$ cat src/rtl/core_pkg.sv
// Shared core types: ALU control, instruction/decoder types and nibble-count encodings.
package core_pkg;

   typedef enum logic [2:0] {
      ALU_ADD,
      ALU_SUB,
      ALU_AND,
      ALU_OR,
      ALU_XOR
   } alu_op_e;

   typedef struct packed {
      alu_op_e op;
      logic    carry_in;
   } AluCtrl;

   typedef enum logic [3:0] {
      OPC_ADD,
      OPC_SUB,
      OPC_AND,
      OPC_OR,
      OPC_XOR,
      OPC_ADDI,
      OPC_LOAD,
      OPC_STORE,
      OPC_BRANCH,
      OPC_JUMP
   } OpCode;

   typedef logic [3:0] RegAddr;

   typedef struct packed {
      OpCode       opcode;
      RegAddr      rd;
      RegAddr      rs1;
      RegAddr      rs2;
      logic [11:0] imm;
      logic [3:0]  rsvd;
   } Instruction;

   typedef struct packed {
      AluCtrl     ctrl;
      logic [2:0] nibbles_number;
      logic       imm_is_negative;
      RegAddr     rd;
   } DecodedAluCmd;

   // Index of the last mandatory nibble for each operand width.
   localparam logic [2:0] NIBBLES_INC = 3'd0;
   localparam logic [2:0] NIBBLES_8B  = 3'd1;
   localparam logic [2:0] NIBBLES_12B = 3'd2;
   localparam logic [2:0] NIBBLES_16B = 3'd3;
   localparam logic [2:0] NIBBLES_32B = 3'd7;

   typedef enum logic [1:0] {
      ST_IDLE,
      ST_RUN,
      ST_DONE
   } loop_state_e;

endpackage

$ cat src/rtl/loop_over_all_nibbles_nibble_alu.sv
// Combinational 4-bit ALU slice with carry in/out; logic ops always produce carry-out 0.
module nibble_alu
   import core_pkg::*;
(
   input  alu_op_e    op,
   input  logic [3:0] a,
   input  logic [3:0] b,
   input  logic       carry_in,
   output logic [3:0] y,
   output logic       carry_out
);

   logic [3:0] b_eff;
   logic [4:0] sum;

   // Subtraction is a + ~b + c; the caller supplies carry_in = 1.
   assign b_eff = (op == ALU_SUB) ? ~b : b;
   assign sum   = {1'b0, a} + {1'b0, b_eff} + {4'b0000, carry_in};

   always_comb begin
      y         = 4'h0;
      carry_out = 1'b0;
      case (op)
         ALU_ADD, ALU_SUB: begin
            y         = sum[3:0];
            carry_out = sum[4];
         end
         ALU_AND: y = a & b;
         ALU_OR:  y = a | b;
         ALU_XOR: y = a ^ b;
         default: y = 4'h0;
      endcase
   end

endmodule

$ cat src/rtl/loop_over_all_nibbles.sv
// Nibble-serial 32-bit ALU, one nibble per clock with carry chaining between nibbles.
// Define NIBBLE_LOOP_EARLY_EXIT_EN to stop after nibble N once no carry or sign fill remains.
module loop_over_all_nibbles
   import core_pkg::*;
(
   input  logic        clk,
   input  logic        rst_n,
   input  logic        loop_perm_to_count,
   input  AluCtrl      ctrl,
   input  logic [2:0]  loop_nibbles_number,
   input  logic        word2_is_negative,
   input  logic [31:0] word1,
   input  logic [31:0] word2,
   input  logic [31:0] preinit_result,
   output logic [31:0] result,
   output logic        busy
);

   loop_state_e state_reg, state_next;
   logic [2:0]  curr_nibble_idx, curr_nibble_idx_next;
   logic        result_carry, result_carry_next;
   logic [31:0] result_next;
   logic        busy_int;

   logic [3:0]  w1_nib [8];
   logic [3:0]  w2_nib [8];

   genvar gi;
   generate
      for (gi = 0; gi < 8; gi++) begin : g_nib
         assign w1_nib[gi] = word1[gi*4 +: 4];
         assign w2_nib[gi] = word2[gi*4 +: 4];
      end
   endgenerate

   // IDLE works on nibble 0 with the caller's carry; RUN uses the saved index/carry.
   logic [2:0] work_idx;
   logic       work_carry;
   logic [3:0] nib_a, nib_b, nib_y;
   logic       nib_cout;
   logic       finish;

   assign work_idx   = (state_reg == ST_RUN) ? curr_nibble_idx : 3'd0;
   assign work_carry = (state_reg == ST_RUN) ? result_carry : ctrl.carry_in;
   assign nib_a      = w1_nib[work_idx];
   assign nib_b      = (work_idx > loop_nibbles_number) ? {4{word2_is_negative}}
                                                        : w2_nib[work_idx];

   nibble_alu u_nibble_alu (
      .op        (ctrl.op),
      .a         (nib_a),
      .b         (nib_b),
      .carry_in  (work_carry),
      .y         (nib_y),
      .carry_out (nib_cout)
   );

`ifdef NIBBLE_LOOP_EARLY_EXIT_EN
   assign finish = (work_idx == 3'd7) ||
                   ((work_idx >= loop_nibbles_number) && !nib_cout && !word2_is_negative);
`else
   assign finish = (work_idx == 3'd7);
`endif

   always_comb begin
      state_next           = state_reg;
      curr_nibble_idx_next = curr_nibble_idx;
      result_carry_next    = result_carry;
      result_next          = result;
      busy_int             = 1'b0;
      case (state_reg)
         ST_IDLE: begin
            busy_int = loop_perm_to_count;
            if (loop_perm_to_count) begin
               result_next                       = preinit_result;
               result_next[{work_idx, 2'b00} +: 4] = nib_y;
               result_carry_next                 = nib_cout;
               curr_nibble_idx_next              = 3'd1;
               state_next                        = finish ? ST_DONE : ST_RUN;
            end
         end
         ST_RUN: begin
            busy_int = 1'b1;
            if (!loop_perm_to_count) begin
               state_next = ST_IDLE;
            end else begin
               result_next[{work_idx, 2'b00} +: 4] = nib_y;
               result_carry_next                 = nib_cout;
               curr_nibble_idx_next              = curr_nibble_idx + 3'd1;
               state_next                        = finish ? ST_DONE : ST_RUN;
            end
         end
         ST_DONE: begin
            if (!loop_perm_to_count) state_next = ST_IDLE;
         end
         default: state_next = ST_IDLE;
      endcase
   end

   // Reset forces busy low even though IDLE would otherwise mirror the request.
   assign busy = rst_n & busy_int;

   always_ff @(posedge clk or negedge rst_n) begin
      if (!rst_n) begin
         state_reg       <= ST_IDLE;
         curr_nibble_idx <= 3'd0;
         result_carry    <= 1'b0;
         result          <= 32'h0;
      end else begin
         state_reg       <= state_next;
         curr_nibble_idx <= curr_nibble_idx_next;
         result_carry    <= result_carry_next;
         result          <= result_next;
      end
   end

endmodule

$ cat config.mk
export PLATFORM = sky130hd
export DESIGN_NAME = loop_over_all_nibbles
export DESIGN_NICKNAME = d
export VERILOG_FILES = /design/src/rtl/core_pkg.sv /design/src/rtl/loop_over_all_nibbles_nibble_alu.sv /design/src/rtl/loop_over_all_nibbles.sv
export SDC_FILE = /design/constraint.sdc
export NUM_CORES = 1
export LEC_CHECK = 0
export BUFFER_PORTS_ARGS = -buffer_cell sky130_fd_sc_hd__clkbuf_2
export CORE_UTILIZATION = 52
export DETAILED_ROUTE_END_ITERATION = 12
export GPL_TIMING_DRIVEN = 0
export PLACE_DENSITY = 0.87
export SYNTH_ARGS = -nofsm -noshare
export SYNTH_HDL_FRONTEND = slang
export SYNTH_SLANG_ARGS = --single-unit
export TNS_END_PERCENT = 5
$ cat constraint.sdc
create_clock -name clk -period 11.38 [get_ports clk]
set_input_delay 2.276 -clock clk [delete_from_list [all_inputs] [get_ports clk]]
set_output_delay 2.276 -clock clk [all_outputs]
set_load 0.02 [all_outputs]
==> reports/results.txt <==
RSZ-0062 raised after global routing - no
Largest register FFs - 32
Fill count - 494
Placed cell area - 3989 sq um
Vias per cell - 6.036
Fmax achieved - 166.6 MHz
Async SR Flop Fraction - 100.0%
Reg2reg setup slack - 6.06 ns
Hold WS - 0.5024 ns
Overflow after GRT - 0
Critical Path RT - 9.10 ns
Met1 usage in global routing - 37.17%
Net Count, Synth - 507
Tot GR Track Use - 31.29%
Power per cell area - 170.3 nW/um^2
Largest net degree at the start of global routing - 40
Worst VDD drop - 0.1083 mV
Final worst-path cycle share - 52.74%
Synthesized netlist cell count - 383
Grt peak-use layer - met2
Yosys reg bits - 38
Global routing usage on met3 - 4.545%
R2R depth - 15
Initial core utilization - 54.04%
Critical path origin - loop_perm_to_count
WL/cell - 16.48 um
DRC viols - 0
Design Area, Final - 4099 sq um
Largest stage delay on the critical path - 0.49 ns
H-tree Lvls - 2
Worst-path maximum fanout - 10
Initial antenna violation count - 0
CTS sink count - 38
Mapped Area - 3199 sq um
Vias - 3652
Most common cell after layout, fill and taps aside - clkbuf_2
Max-cap violation count - 0
First-pass GRT wire length - 15590 um
Fin Clk Skew - 0.003795 ns
Worst Path Arrival - 3.73 ns
Hold Vio Cnt, Final - 0
Die width - 80.44 um
Num CTS Buffers - 5
Commonest cells after routing, fill and taps aside - clkbuf_2, dfrtp_1, nand2_1, a21oi_1, nor2_1
Synth warn - 0
Final setup fails - 0
Mean Syn Cell Area - 8.353 sq um
Max transition margin - 34.06%
Gpl congestion - 0.8561
Post-CTS setup buffer count - 0
Slowest-stage cell, CP - clkbuf_1
CTS tree - done
Clock Latency Late Sink - 0.29 ns
WL final - 9972 um
EDFF count, synth - 0
Router iterations before antenna repair - 6
Critical-path cell list - clkbuf_2 -> nand2b_1 -> clkbuf_1 -> clkbuf_1 -> a21boi_0 -> clkbuf_2
Boundary Pins - 140
Vias in the first global route - 3393
CP top delay family - buffers and inverters
Tightest Pin Transition - 0.9845 ns
HP Start - result[7]
Max-slew violations - 0
Worst flop-to-flop path startpoint - curr_nibble_idx[0]
IO buf count - 139
Nets - 653
Area growth syn-to-layout - 28.12%
First DRT Iteration DRCs - 279
N_diodes - 0
Die area - 6471 sq um
DP Wirelength - 7797 um
CTS Buffer Depth - 2
CP bufs+invs - 4
CP Launch Type - primary input
Met2 usage - 56.02%
Resized cells post-CTS - 0
Reg2reg end - result[15]
Minimum clock period - 6.001 ns
Post-DRT Antenna Nets - 0
Clock-pin slew on the worst setup and hold paths - 0.07 ns
Crit path kind - primary input to output port
Clk root buf - clkbuf_8
CORE AREA - 5921 sq um
Die Y - 80.44 um
Levels on crit path - 6
CP Capture Type - output port
Sequential fraction of the synthesis area - 29.72%
Yosys cell types - 58
Std-Cell Rows - 28
Hold Buf Count CTS - 0
Worst Setup EP - busy
Main synth FF type - dfrtp_1
Outcome - completed
Cell leakage power - 2.023 nW
Share of layout cells above drive strength 1 - 33.02%
Post-Route Setup TNS - 0 ns
Min-delay worst type - flop to flop
layout make-up:
class,instances,area (sq um),area share [%]
clock buffers,8,110.1,2.686
repair buffers,139,695.7,16.97
plain buffers,23,100.1,2.442
multi-input cells,307,2090,50.98
flip-flops and latches,38,950.9,23.20
inverters,15,58.81,1.435
well taps,75,93.84,2.289
cells by family (layout without fill, tap and decap cells):
logic type | Yosys count | after routing | synth area share [%]
buffers and inverters | 38 | 185 | 4.967
AOI/OAI and AO/OA | 128 | 128 | 27.10
and+or+nand+nor | 133 | 133 | 21.82
muxes | 23 | 23 | 7.548
adders and majority gates | 18 | 18 | 7.470
DFF | 38 | 38 | 29.72
xor gates and xnor gates | 5 | 5 | 1.369
stage by stage:
| stage | util [%] | std cells | power, mW | worst slack [ns] |
|---|---|---|---|---|
| 6_report | 69.23 | 605 | 0.6981 | 5.379 |
| 5_1_grt | 69.23 | 605 | 0.7455 | 5.267 |
| 4_1_cts | 69.23 | 605 | 0.6927 | 5.387 |
| 3_5_place_dp | 67.37 | 597 | 0.5834 | 5.230 |
| 3_3_place_gp | 67.37 | 597 | 0.5670 | 5.298 |
| 2_1_floorplan | - | 383 | 0.4602 | 5.835 |
synth_stat cells, drive strengths merged (2+ instances only):
| cell | number | area (sq um) |
|---|---|---|
| dfrtp | 38 | 950.9 |
| nand3 | 16 | 80.08 |
| mux2i | 14 | 140.1 |
| nor2 | 26 | 97.59 |
| clkbuf | 15 | 56.30 |
| ha | 15 | 187.7 |
| xnor2 | 2 | 17.52 |
| a22oi | 8 | 60.06 |
| nand2 | 34 | 127.6 |
| o21ai | 19 | 95.09 |
| a21o | 8 | 60.06 |
| a221o | 2 | 20.02 |
| fa | 2 | 40.04 |
| and2 | 5 | 31.28 |
| nor3b | 3 | 22.52 |
| or4 | 2 | 15.01 |
| nand2b | 8 | 50.05 |
| and3 | 6 | 37.54 |
| o221ai | 7 | 61.31 |
| a2bb2oi | 6 | 52.55 |
| nor3 | 2 | 10.01 |
| or3 | 4 | 25.02 |
| nand3b | 7 | 52.55 |
| o2bb2ai | 2 | 17.52 |
| or2 | 4 | 25.02 |
| o31ai | 5 | 37.54 |
| xor2 | 3 | 26.28 |
| a211oi | 7 | 57.55 |
| a31o | 2 | 17.52 |
| buf | 8 | 43.79 |
| mux2 | 9 | 101.4 |
| inv | 14 | 55.06 |
| a311oi | 5 | 43.79 |
| o22ai | 2 | 12.51 |
| a21oi | 34 | 170.2 |
| o21a | 2 | 15.01 |
| or4b | 2 | 20.02 |
| nor2b | 10 | 70.06 |
| nand4 | 3 | 18.77 |
| o211ai | 2 | 15.01 |
| a31oi | 11 | 81.32 |
tightest hold or removal path, delay by kind of cell (launching register included):
family | cells | cell delay (ns)
DFF | 1 | 0.35
AOI/OAI and AO/OA | 2 | 0.12
per-layer routing:
layer  share of wire, %  vias to the layer above
met3                8.4                       16
met2                 50                      211
li1                   -                     1715
met1                 40                     1710
met5                  0                        -
met4                1.7                        0
worst min path at each step:
stage	endpoint	slack (ns)	cells after the start
3_3_place_gp	result[7]	0.48	2
4_1_cts	result[7]	0.50	2
5_1_grt	result[7]	0.52	2
2_1_floorplan	result_carry	0.45	2
6_report	result[7]	0.50	2
3_5_place_dp	result[7]	0.48	2
power breakdown:
group / switching [mW] / internal [mW] / total (mW)
Clock: 0.0480 / 0.0612 / 0.109
Sequential: 0.0205 / 0.166 / 0.187
Combinational: 0.244 / 0.159 / 0.402
Note: power is estimated with default switching activity, not from simulation.
